`config.mk`:
```
export PLATFORM = sky130hd
export DESIGN_NAME = tx_packet_framer_flat
export DESIGN_NICKNAME = d
export VERILOG_FILES = /design/src/rtl/usb_pkg.sv /design/src/rtl/tx_packet_framer_if.sv /design/src/rtl/usb_crc16.sv /design/src/rtl/tx_packet_framer.sv /design/src/flat_wrapper.sv
export SDC_FILE = /design/constraint.sdc
export NUM_CORES = 1
export LEC_CHECK = 0
export CAP_MARGIN = 15
export CORE_MARGIN = 5
export CORE_UTILIZATION = 59
export CTS_CLUSTER_SIZE = 14
export DETAILED_ROUTE_END_ITERATION = 8
export GPL_ROUTABILITY_DRIVEN = 0
export PLACE_DENSITY_LB_ADDON = 0.12
export SKIP_LAST_GASP = 1
export SLEW_MARGIN = 20
export SYNTH_ARGS = -nofsm -noshare
export SYNTH_HDL_FRONTEND = slang
export SYNTH_HIERARCHICAL = 1
export SYNTH_SLANG_ARGS = --single-unit
```
`constraint.sdc`:
```
create_clock -name clk -period 6.7 [get_ports clk]
set_clock_uncertainty 0.1 [all_clocks]
set_input_delay 2.01 -clock clk [delete_from_list [all_inputs] [get_ports clk]]
set_output_delay 2.01 -clock clk [all_outputs]
set_load 0.01 [all_outputs]
```
`src/rtl/usb_pkg.sv`:
```
// Shared USB transmit definitions: packet request encodings, PID and SYNC bytes,
// CRC16 constants and the framer state type.
package usb_pkg;

  typedef enum logic [1:0] {
    PKT_NONE  = 2'b00,
    PKT_DATA0 = 2'b01,
    PKT_NAK   = 2'b10,
    PKT_ACK   = 2'b11
  } tx_packet_e;

  localparam logic [7:0]  SYNC_BYTE   = 8'h80;
  localparam logic [7:0]  PID_DATA0   = 8'hC3;
  localparam logic [7:0]  PID_ACK     = 8'hD2;
  localparam logic [7:0]  PID_NAK     = 8'h5A;
  localparam logic [15:0] CRC16_POLY  = 16'hA001;  // 0x8005 bit-reflected
  localparam logic [15:0] CRC16_INIT  = 16'hFFFF;
  localparam logic [6:0]  MAX_PAYLOAD = 7'd64;

  typedef enum logic [3:0] {
    IDLE, SYNC, PID, FETCH, LOAD, DATA, CRC_LO, CRC_HI, WAIT_REL
  } tx_state_e;

  function automatic logic [7:0] pid_byte(input tx_packet_e pkt);
    case (pkt)
      PKT_DATA0: pid_byte = PID_DATA0;
      PKT_ACK:   pid_byte = PID_ACK;
      PKT_NAK:   pid_byte = PID_NAK;
      default:   pid_byte = 8'h00;
    endcase
  endfunction

endpackage

```
`src/rtl/tx_packet_framer_if.sv`:
```
// Framer boundary: request/payload side from the protocol controller and the
// byte handshake toward the bit encoder. The framer owns the master side.
interface tx_packet_framer_if;
  logic [1:0] TX_Packet;
  logic [6:0] TX_Packet_Data_Size;
  logic [7:0] TX_Packet_Data;
  logic       Get_TX_Packet_Data;
  logic [7:0] tx_byte;
  logic       tx_byte_valid;
  logic       tx_byte_ready;
  logic       tx_byte_last;
  logic       tx_busy;
  logic       tx_done;
  logic       tx_error;

  modport master (
    input  TX_Packet, TX_Packet_Data_Size, TX_Packet_Data, tx_byte_ready,
    output Get_TX_Packet_Data, tx_byte, tx_byte_valid, tx_byte_last,
           tx_busy, tx_done, tx_error
  );

  modport slave (
    output TX_Packet, TX_Packet_Data_Size, TX_Packet_Data, tx_byte_ready,
    input  Get_TX_Packet_Data, tx_byte, tx_byte_valid, tx_byte_last,
           tx_busy, tx_done, tx_error
  );
endinterface

```
`src/rtl/usb_crc16.sv`:
```
// Byte-wise CRC16 next-state (reflected 0x8005, LSB first); purely combinational,
// the running remainder register lives in the framer.
module usb_crc16
  import usb_pkg::*;
(
  input  logic [15:0] crc_in,
  input  logic [7:0]  byte_in,
  output logic [15:0] crc_out
);

  always_comb begin
    logic [15:0] c;
    c = crc_in ^ {8'h00, byte_in};
    for (int i = 0; i < 8; i++) begin
      c = c[0] ? ((c >> 1) ^ CRC16_POLY) : (c >> 1);
    end
    crc_out = c;
  end

endmodule

```
`src/rtl/tx_packet_framer.sv`:
```
// USB transmit packet framer: turns a packet request into SYNC, PID, optional
// DATA0 payload and CRC16 bytes on a valid/ready byte stream.
module tx_packet_framer
  import usb_pkg::*;
(
  input logic               clk,
  input logic               rst,
  tx_packet_framer_if.master bus
);

  tx_state_e   state, state_n;
  tx_packet_e  pkt, pkt_n;
  logic [6:0]  size, size_n;
  logic [6:0]  cnt, cnt_n;
  logic [15:0] crc, crc_n, crc_calc;
  logic [7:0]  tx_byte, tx_byte_n;
  logic        armed, armed_n;
  logic        done, done_n;
  logic        error, error_n;
  logic        valid, hs;

  usb_crc16 u_crc (
    .crc_in  (crc),
    .byte_in (bus.TX_Packet_Data),
    .crc_out (crc_calc)
  );

  assign valid = (state == SYNC) || (state == PID) || (state == DATA) ||
                 (state == CRC_LO) || (state == CRC_HI);
  assign hs    = valid && bus.tx_byte_ready;

  // NOTE: every variable gets a default before the case so no path leaves one
  // unassigned, which would otherwise infer a latch.
  always_comb begin
    state_n   = state;
    pkt_n     = pkt;
    size_n    = size;
    cnt_n     = cnt;
    crc_n     = crc;
    tx_byte_n = tx_byte;
    armed_n   = armed;
    done_n    = 1'b0;
    error_n   = 1'b0;

    if (bus.TX_Packet == PKT_NONE) armed_n = 1'b1;

    case (state)
      IDLE: begin
        if (armed && bus.TX_Packet != PKT_NONE) begin
          armed_n = 1'b0;
          pkt_n   = tx_packet_e'(bus.TX_Packet);
          size_n  = bus.TX_Packet_Data_Size;
          cnt_n   = 7'd0;
          crc_n   = CRC16_INIT;
          if (bus.TX_Packet == PKT_DATA0 && bus.TX_Packet_Data_Size > MAX_PAYLOAD) begin
            error_n = 1'b1;
            state_n = WAIT_REL;
          end else begin
            tx_byte_n = SYNC_BYTE;
            state_n   = SYNC;
          end
        end
      end
      SYNC: if (hs) begin
        tx_byte_n = pid_byte(pkt);
        state_n   = PID;
      end
      PID: if (hs) begin
        if (pkt != PKT_DATA0) begin
          done_n    = 1'b1;
          tx_byte_n = 8'h00;
          state_n   = WAIT_REL;
        end else if (size == 7'd0) begin
          tx_byte_n = ~crc[7:0];
          state_n   = CRC_LO;
        end else begin
          state_n = FETCH;
        end
      end
      FETCH: state_n = LOAD;
      LOAD: begin
        tx_byte_n = bus.TX_Packet_Data;
        crc_n     = crc_calc;
        cnt_n     = cnt + 7'd1;
        state_n   = DATA;
      end
      DATA: if (hs) begin
        if (cnt == size) begin
          tx_byte_n = ~crc[7:0];
          state_n   = CRC_LO;
        end else begin
          state_n = FETCH;
        end
      end
      CRC_LO: if (hs) begin
        tx_byte_n = ~crc[15:8];
        state_n   = CRC_HI;
      end
      CRC_HI: if (hs) begin
        done_n    = 1'b1;
        tx_byte_n = 8'h00;
        state_n   = WAIT_REL;
      end
      WAIT_REL: if (bus.TX_Packet == PKT_NONE) state_n = IDLE;
      default: state_n = IDLE;
    endcase
  end

  // NOTE: sequential state uses non-blocking assignments so all registers
  // update together from pre-edge values.
  always_ff @(posedge clk or posedge rst) begin
    if (rst) begin
      state   <= IDLE;
      pkt     <= PKT_NONE;
      size    <= 7'd0;
      cnt     <= 7'd0;
      crc     <= CRC16_INIT;
      tx_byte <= 8'h00;
      armed   <= 1'b0;
      done    <= 1'b0;
      error   <= 1'b0;
    end else begin
      state   <= state_n;
      pkt     <= pkt_n;
      size    <= size_n;
      cnt     <= cnt_n;
      crc     <= crc_n;
      tx_byte <= tx_byte_n;
      armed   <= armed_n;
      done    <= done_n;
      error   <= error_n;
    end
  end

  assign bus.tx_byte            = tx_byte;
  assign bus.tx_byte_valid      = valid;
  assign bus.tx_byte_last       = ((state == PID) && (pkt != PKT_DATA0)) || (state == CRC_HI);
  assign bus.Get_TX_Packet_Data = (state == FETCH);
  assign bus.tx_busy            = valid || (state == FETCH) || (state == LOAD);
  assign bus.tx_done            = done;
  assign bus.tx_error           = error;

endmodule
```
`src/flat_wrapper.sv`:
```
// flat-port wrapper written by rule: the top's interface ports become plain ports
module tx_packet_framer_flat import usb_pkg::*;
  (clk, rst, bus_TX_Packet, bus_TX_Packet_Data_Size, bus_TX_Packet_Data, bus_tx_byte_ready, bus_Get_TX_Packet_Data, bus_tx_byte, bus_tx_byte_valid, bus_tx_byte_last, bus_tx_busy, bus_tx_done, bus_tx_error);
  tx_packet_framer_if bus_i ();
  input logic clk;
  input logic rst;
  input wire logic [$bits(bus_i.TX_Packet)-1:0] bus_TX_Packet;
  input wire logic [$bits(bus_i.TX_Packet_Data_Size)-1:0] bus_TX_Packet_Data_Size;
  input wire logic [$bits(bus_i.TX_Packet_Data)-1:0] bus_TX_Packet_Data;
  input wire logic [$bits(bus_i.tx_byte_ready)-1:0] bus_tx_byte_ready;
  output wire logic [$bits(bus_i.Get_TX_Packet_Data)-1:0] bus_Get_TX_Packet_Data;
  output wire logic [$bits(bus_i.tx_byte)-1:0] bus_tx_byte;
  output wire logic [$bits(bus_i.tx_byte_valid)-1:0] bus_tx_byte_valid;
  output wire logic [$bits(bus_i.tx_byte_last)-1:0] bus_tx_byte_last;
  output wire logic [$bits(bus_i.tx_busy)-1:0] bus_tx_busy;
  output wire logic [$bits(bus_i.tx_done)-1:0] bus_tx_done;
  output wire logic [$bits(bus_i.tx_error)-1:0] bus_tx_error;
  assign bus_i.TX_Packet = bus_TX_Packet;
  assign bus_i.TX_Packet_Data_Size = bus_TX_Packet_Data_Size;
  assign bus_i.TX_Packet_Data = bus_TX_Packet_Data;
  assign bus_i.tx_byte_ready = bus_tx_byte_ready;
  assign bus_Get_TX_Packet_Data = bus_i.Get_TX_Packet_Data;
  assign bus_tx_byte = bus_i.tx_byte;
  assign bus_tx_byte_valid = bus_i.tx_byte_valid;
  assign bus_tx_byte_last = bus_i.tx_byte_last;
  assign bus_tx_busy = bus_i.tx_busy;
  assign bus_tx_done = bus_i.tx_done;
  assign bus_tx_error = bus_i.tx_error;
  tx_packet_framer u_core (.clk(clk), .rst(rst), .bus(bus_i));
endmodule
```
==> run summary, run 1 <==
Sw Share - 41.5%
Initial Utilization - 61.4%
Sequential share of the synthesized area - 44.4%
Mux cell area share after synthesis - 3.72%
Site row count - 24
Top_reg_cell synth - dfrtp_1
Outcome - finished, final reports clean
# fillers - 337
Clock share of power - 11.4%
Arrival time worst endpoint - 4.34 ns
H-tree level count - 2
Crit Path Category - primary input to flip-flop
YS warnings - 6
Psw - 628 uW
Slew Limit Fails - 0
Static leakage - 0.00125 uW
Finish-stage setup viols - 0
Tmin final - 4.26 ns
Final nets - 319
GRT overflow - 0
Ant. Diodes - 0
Required @ worst endpoint - 6.77 ns
Worst-path cell chain - clkdlybuf4s50_1 -> nor4_1 -> a211oi_1 -> a21bo_2 -> a2111oi_4 -> mux2_2
CTS Root Buffer Type - clkbuf_8
Vias in the first global route - 2,033
Fin. Hold Viols - 0
CP max FO - 8
Crit end category - flip-flop
CTS tree - done
Yosys reg bits - 47
Finished Core Util - 70.6%
Slew @ Worst Pin - 0.930 ns
Via count - 2,120
DR iter-0 viols - 235
Peak supply drop - 0.000280 V
Slew HR - 37.9%
Port bufs - 33
Slowest CP cell - a2111oi_4
# Post-CTS Setup Buffers - 0
Unrepaired setup endpoints after global routing - no
Post-route ant nets - 0
Hold_buf cts - 0
Layout cells sized above 1 - 13.7%
Syn-to-layout area delta - 15.1%
Synthesized Nets - 296
Final wirelength - 5900 um
XOR/XNOR Fraction of Synth Area - 12.4%
P_int - 887 uW
Worst min path class - flip-flop to flip-flop
Via-to-Cell Ratio - 6.04
GR Util met3 - 3.59%
Clk buf depth - 2
I/O Pins - 34
Die Height - 77.5 um
Most Used Layer, Global Route - met2
Ys async rst share - 100%
M2 GR Usage - 30.8%
Delay of the slowest cell on the worst path - 0.74 ns
Comb power frac - 51.7%
Final period util - 63.6%
Tot GR Track Use - 19.7%
Clk slew on worst S/H paths - 0.08 ns
DRC - 0
Delay-heaviest family, CP - compound AO/OA/AOI/OAI gates
First-pass GRT wire length - 9650 um
Worst Setup Start Kind - primary input
Register area - 1200 um2
Placed insts - 343
Post-Synth Adder-Cell Area - 0.465%
Main combinational cell family by area after synthesis - compound AO/OA/AOI/OAI gates
Post-Syn Instances - 275
Pin count of the biggest net entering global routing - 48
Post-DP HPWL - 4070 um
CTS Buf Count - 5
Final worst slack - 2.44 ns
Area of the die - 6010 um2
Clk_lat worst skew - 0.29 ns
WP buf/inv - 1
Yosys cell types - 47
Post-Synth Simple-Gate Area - 16.7%
Mapped cell area - 2690 um2
Synth Area in Compound Gates - 18.5%
Clock sink total - 47
Post-place setup slack - 2.14 ns
Core Region - 4380 um2
Syn_area_per_cell - 9.79 um2
Proportion of power drawn by flip-flops and latches - 36.9%
Die width - 77.5 um
Fmax - 0.235 GHz
Post-CTS sizing - 0
Finished Layout Cells - 351
Multi-input gate area - 1400 um2
Post-synth EDFFs - 0
Max-cap violations - 0
1st-pass router iterations - 4
Met1 Usage GRT - 27.6%
Setup TNS Final - 0 ns
Routed WL per cell - 16.8 um
Pwr/cell area - 489 nW/um2
Initial antenna violation count - 0
==> worst paths after layout <==
kind                                             from                     to  slack [ns]  cells past startpoint
min in group asynchronous                         rst          u_core/cnt[0]        2.15                      2
max in group asynchronous                         rst         u_core/size[1]        3.78                      2
min reg2reg                             u_core/cnt[6]          u_core/cnt[6]        0.40                      1
min                                     u_core/cnt[6]          u_core/cnt[6]        0.40                      1
max                        bus_TX_Packet_Data_Size[0]  u_core/bus.tx_byte[2]        2.44                      6
max reg2reg                            u_core/size[2]  u_core/bus.tx_byte[2]        3.96                      5
==> Yosys cell counts (all sizes together) (2+ instances only) <==
cell type,number,area [um2]
nand2,44,165
dfrtp,31,776
xnor2,23,216
o21ai,19,95.1
nor2,18,67.6
o22a,17,149
dfstp,16,420
clkbuf,11,41.3
a21oi,9,45.0
xor2,9,93.8
mux2,8,90.1
buf,7,47.6
nand2b,5,31.3
nor3,5,25.0
o221ai,5,43.8
a211oi,4,30.0
nor2b,4,25.0
inv,3,11.3
nand3,3,15.0
nand4,3,18.8
nor4,3,25.0
or4,3,22.5
a311oi,2,17.5
and2,2,12.5
and3,2,12.5
o211ai,2,15.0
or2,2,12.5
==> final cells by class <==
type / count / share of cell area (%)
multi-input cells: 207 / 45.1
clock buffers: 7 / 2.79
repair buffers: 34 / 10.9
well taps: 52 / 2.10
clock inverters: 1 / 0.162
inverters: 3 / 0.364
flip-flops and latches: 47 / 38.6
==> cells by family (layout without fill, tap and decap cells) <==
group,Yosys count,count (layout)
AND/OR/NAND/NOR,96,96
AO/OA/AOI/OAI,68,68
flip-flops,47,47
XOR/XNOR,33,33
buffers and inverters,21,45
multiplexers,9,9
adder cells (fa/ha/maj),1,1
==> state kept, by name (all words and copies together), names as in the netlist <==
register	flops
u_core/bus.tx_byte	8
u_core/size	7
u_core/crc	16
u_core/pkt	2
u_core/state	4
u_core/bus.tx_error	1
u_core/bus.tx_done	1
u_core/armed	1
u_core/cnt	7
==> metal layers <==
layer	up-vias	wire (um)
li1	1023	-
met1	1013	2680
met2	72	2820
met3	12	284
met4	0	121
met5	-	0
==> cell usage in the layout (no fill, tap or decap), drive strengths merged, types with 3 or more instances in the layout <==
cell           netlist  routed
a211oi               4       4
a21oi                9       9
clkbuf              11       7
clkdlybuf4s50        0      33
dfrtp               31      31
dfstp               16      16
inv                  3       3
mux2                 8       8
nand2               44      44
nand2b               5       5
nand3                3       3
nand4                3       3
nor2                18      18
nor2b                4       4
nor3                 5       5
nor4                 3       3
o21ai               19      19
o221ai               5       5
o22a                17      17
or4                  3       3
xnor2               23      23
xor2                 9       9
==> power by group through the flow <==
stage                     registers, uW  clock network (uW)  logic, uW
after detailed placement            558                   0        778
after global placement              555                   0        761
after global routing                574                 190        857
after floorplan                     505                   0        640
final                               558                 173        783
after CTS                           553                 179        786
==> per-stage QoR <==
stage | hold WS, ns | total power (uW) | cell area [um2]
after floorplan | 0.343 | 1140 | 2690
after global placement | 0.361 | 1320 | 3010
after detailed placement | 0.375 | 1340 | 3010
after CTS | 0.398 | 1520 | 3100
after global routing | 0.430 | 1620 | 3100
final | 0.396 | 1510 | 3100
(Power assumes the default switching activity.)
==> run 2, diff against run 1 <==
--- a/config.mk
+++ b/config.mk
@@ -7,7 +7,7 @@
 export LEC_CHECK = 0
 export CAP_MARGIN = 15
 export CORE_MARGIN = 5
-export CORE_UTILIZATION = 59
+export CORE_UTILIZATION = 55
 export CTS_CLUSTER_SIZE = 14
 export DETAILED_ROUTE_END_ITERATION = 8
 export GPL_ROUTABILITY_DRIVEN = 0
==> constraint.sdc (replaced) <==
create_clock -name clk -period 4.1 [get_ports clk]
set_clock_uncertainty 0.1 [all_clocks]
set_input_delay 1.23 -clock clk [delete_from_list [all_inputs] [get_ports clk]]
set_output_delay 1.23 -clock clk [all_outputs]
set_load 0.01 [all_outputs]
==> run 2 against run 1 <==
  * Critical path depth decreased by 2
  * First-iteration DRC count decreased by 55%
  * Count of clock-buffer cells in the layout decreased by 1
  * Clock power increased by 100%
  * Largest power group unchanged
  * Highest routed layer unchanged
==> run summary, run 2 (synthesis gave the netlist of run 1 again) <==
Initial antenna violation count - 0
Hold_buf cts - 0
Crit end category - primary output
DR iter-0 viols - 106
Worst Setup Start Kind - flip-flop
CTS tree - done
I/O Pins - 34
Via-to-Cell Ratio - 5.66
Fin. Hold Viols - 0
Flip-flop count of the largest register after layout - 16
Most frequent cells in the layout - 44 x nand2_1, 33 x clkdlybuf4s50_1, 31 x dfrtp_1
CP max FO - 23
Worst-path cell chain - and2_1 -> a21oi_1 -> nor2_1 -> clkdlybuf4s50_1
Arrival time worst endpoint - 2.15 ns
Biggest regs - u_core/crc: 16 flops, u_core/bus.tx_byte: 8 flops
Pin count of the biggest net entering global routing - 48
First-pass GRT wire length - 10,100 um
Top reg by flops - u_core/crc
Final wirelength - 5900 um
Fmax - 0.288 GHz
Clk_lat worst skew - 0.30 ns
Site row count - 25
Delay-heaviest family, CP - flip-flops
Die Height - 80.0 um
Clock sink total - 47
Placed instance area - 3040 um2
Static leakage - 0.00127 uW
Crit Path Category - flip-flop to primary output
Ant. Diodes - 0
Delay of the slowest cell on the worst path - 0.75 ns
Core Region - 4720 um2
Worst min path class - flip-flop to flip-flop
WP buf/inv - 1
Final worst slack - 0.623 ns
Outcome - finished, final reports clean
GRT overflow - 0
Clk buf depth - 2
Vias in the first global route - 2,043
Tmin final - 3.48 ns
Required @ worst endpoint - 2.77 ns
Area of the die - 6390 um2
Commonest non-fill, non-tap cell in the layout - nand2_1
# fillers - 394
CTS Buf Count - 5
Post-CTS sizing - 0
1st-pass router iterations - 4
Flop-to-flop setup slack - 1.53 ns
DRC - 0
Die width - 80.0 um
Max-cap violations - 0
Setup TNS Final - 0 ns
Pwr/cell area - 808 nW/um2
Final nets - 321
# Post-CTS Setup Buffers - 0
Finished Layout Cells - 368
Peak supply drop - 0.000378 V
Via count - 2,083
Final Instance Area - 3160 um2
Slew HR - 46.5%
Initial Utilization - 57.0%
Post-route ant nets - 0
Finish-stage setup viols - 0
H-tree level count - 2
Routed WL per cell - 16.0 um
Post-place setup slack - 0.551 ns
Syn-to-layout area delta - 17.3%
Unrepaired setup endpoints after global routing - no
Post-DP HPWL - 4180 um
Slew Limit Fails - 0
CTS Root Buffer Type - clkbuf_8
Tot GR Track Use - 20.2%
Slowest CP cell - dfrtp_1
Final period util - 84.8%
Port bufs - 33
Layout cells sized above 1 - 14.6%
Slew @ Worst Pin - 0.803 ns
Clk slew on worst S/H paths - 0.10 ns
Placed insts - 360
-- run 2: per-stage QoR --
step	power (uW)	hold WS (ns)	utilization, %
floorplan	1870	0.343	-
global placement	2170	0.360	64.3
detailed placement	2200	0.374	64.3
CTS	2570	0.396	66.8
global route	2750	0.430	66.9
finish	2550	0.405	66.9
-- run 2: where the power goes --
part / leakage (uW) / switching [uW] / internal [uW] / total (uW)
combinational: 0.000640 / 641 / 647 / 1290
clock: 0.0000612 / 157 / 197 / 354
sequential: 0.000570 / 228 / 681 / 909
total: 0.00127 / 1030 / 1530 / 2550
-- run 2: worst register-to-register path: stages, from the launching register on --
cell and delay, ns:
dfrtp_1 0.62, or4_1 0.61, or2_2 0.44, nand2_1 0.48, o22a_1 0.25
-- run 2: cell type report --
cell class	count	area, um2	share of cell area, %
Clock inverter	2	35.0	1.11
Inverter	3	12.5	0.396
Multi-Input combinational cell	207	1400	44.2
Tap cell	67	83.8	2.65
Clock buffer	6	82.6	2.61
Sequential cell	47	1200	37.9
Timing Repair Buffer	36	353	11.2
-- run 2: per-layer routing --
layer	track usage, %	vias to the layer above	wire length, um
li1	-	1030	-
met1	28.3	1012	2900
met2	32.1	36	2760
met3	3.27	5	168
met4	6.42	0	65
met5	0	-	0
-- run 2: path summary, 6_finish.rpt --
check | startpoint | to | depth (start not counted)
min in group asynchronous | rst | u_core/bus.tx_byte[1] | 2
max in group asynchronous | rst | u_core/bus.tx_byte[0] | 2
worst max-delay path | u_core/state[0] | bus_tx_byte_last | 4
worst min register to register | u_core/armed | u_core/armed | 2
worst max register to register | u_core/state[0] | u_core/crc[14] | 4
worst min-delay path | u_core/armed | u_core/armed | 2
==> run 3, diff against run 2 <==
==> constraint.sdc (replaced) <==
create_clock -name clk -period 3.48 [get_ports clk]
set_clock_uncertainty 0.1 [all_clocks]
set_input_delay 1.044 -clock clk [delete_from_list [all_inputs] [get_ports clk]]
set_output_delay 1.044 -clock clk [all_outputs]
set_load 0.01 [all_outputs]
==> run 3 against run 2 <==
  * Combinational power rose by 25%
  * Flip-flop and latch count unchanged
  * Sequential share of layout area fell by 0.13 points
  * Largest cell class unchanged
  * Clock power fell by 6.2%
  * Register-to-register slack got worse by 0.59 ns
  * Routed wire length is 3.5% higher
  * Power grew 17%
  * Sequential power grew 14%
  * Utilization increased by 0.24 points
  * Highest routed layer unchanged
==> run summary, run 3 (synthesis gave the netlist of run 1 again) <==
H-tree level count - 2
Stages on the worst setup path - 3
WP buf/inv - 1
Commonest non-fill, non-tap cell in the layout - nand2_1
Delay-heaviest family, CP - flip-flops
Setup TNS Final - 0 ns
GRT overflow - 0
Reg2Reg Depth - 5
Required @ worst endpoint - 2.34 ns
Layout cells sized above 1 - 16.0%
Via count - 2,138
Hold_buf cts - 0
Max-cap violations - 0
Final period util - 90.2%
# Post-CTS Setup Buffers - 0
Clk_lat worst skew - 0.31 ns
CTS tree - done
I/O Pins - 34
Outcome - finished, final reports clean
Fmax - 0.319 GHz
Initial Utilization - 57.0%
Syn-to-layout area delta - 17.8%
Final nets - 327
Delay of the slowest cell on the worst path - 0.69 ns
Slew @ Worst Pin - 0.779 ns
First-pass GRT wire length - 10,300 um
Final worst slack - 0.341 ns
Ant. Diodes - 0
Total power - 2980 uW
Port bufs - 33
Via-to-Cell Ratio - 5.72
Routed WL per cell - 16.3 um
CP max FO - 18
Tmin final - 3.14 ns
Site row count - 25
CTS Root Buffer Type - clkbuf_8
Unrepaired setup endpoints after global routing - no
Tot GR Track Use - 20.8%
Met3 routed WL - 261 um
Final wirelength - 6100 um
Post-place setup slack - 0.123 ns
Initial antenna violation count - 0
Finished Core Util - 67.1%
Peak supply drop - 0.000458 V
DR iter-0 viols - 154
Slew HR - 47.9%
Met2 WL - 2770 um
Hold Crit Depth - 2
Top reg by flops - u_core/crc
CTS Buf Count - 5
Arrival time worst endpoint - 1.99 ns
Static leakage - 0.00128 uW
Vias in the first global route - 1,999
Pin count of the biggest net entering global routing - 48
Detailed-route wire length on metal 1 - 2980 um
Pwr/cell area - 942 nW/um2
Worst min path class - flip-flop to flip-flop
Clock sink total - 47
Post-CTS sizing - 0
Top sig layer - met4
Biggest regs - u_core/crc: 16 flops, u_core/bus.tx_byte: 8 flops
Crit Path Category - flip-flop to primary output
Clk buf depth - 2
1st-pass router iterations - 4
Fin. Hold Viols - 0
Worst Setup Start Kind - flip-flop
DRC - 0
Slew Limit Fails - 0
Worst-path cell chain - nor2_1 -> nor3_1 -> clkdlybuf4s50_1
Most frequent cells in the layout - 44 x nand2_1, 33 x clkdlybuf4s50_1, 31 x dfrtp_1
Flip-flop count of the largest register after layout - 16
Die Height - 80.0 um
Finish-stage setup viols - 0
Slowest CP cell - dfrtp_1
Die width - 80.0 um
Post-route ant nets - 0
Core Region - 4720 um2
# fillers - 405
Crit end category - primary output
Clk slew on worst S/H paths - 0.09 ns
Post-DP HPWL - 4340 um
Area of the die - 6390 um2
run 3: final timing paths:
kind                                       from               endpoint  slack (ns)
max in group asynchronous                   rst         u_core/size[0]        1.78
worst min register to register     u_core/armed           u_core/armed        0.39
worst max-delay path            u_core/state[1]      bus_tx_byte_valid        0.34
worst min-delay path               u_core/armed           u_core/armed        0.39
worst max register to register  u_core/state[1]          u_core/cnt[2]        0.94
min in group asynchronous                   rst  u_core/bus.tx_byte[3]        1.10
run 3: layout make-up:
cell class / instances / area, um2 / share of cell area, %
clock inverter: 2 / 12.5 / 0.395
timing repair buffer: 42 / 398 / 12.6
tap: 67 / 83.8 / 2.65
sequential: 47 / 1200 / 37.7
clock buffer: 6 / 72.6 / 2.29
inverter: 3 / 11.3 / 0.355
multi-input combinational: 207 / 1400 / 44.0
run 3: worst register-to-register path, stage by stage (launching register included):
cell and delay (ns):
dfrtp_1 0.59, or4_1 0.64, nor2_1 0.55, nor2_1 0.23, o21ai_0 0.21, o21ai_0 0.10
run 3: per-stage QoR:
stage	instance area, um2	std cells	hold slack [ns]
detailed placement	3080	366	0.376
finish	3170	374	0.394
global placement	3080	366	0.360
global route	3170	374	0.437
CTS	3170	374	0.396
floorplan	2690	275	0.343
run 3: where the power goes:
part	leakage [uW]	switching, uW	total, uW	internal, uW
clock network	0.0000412	191	332	141
registers	0.000570	239	1040	803
logic	0.000669	816	1610	795
total	0.00128	1250	2980	1740
run 3: layer usage:
layer  track usage, %  vias to the layer above
met4             6.25                        0
met1             30.9                     1040
met3             3.72                        8
met2             30.9                       56
met5                0                        -
li1                 -                     1034
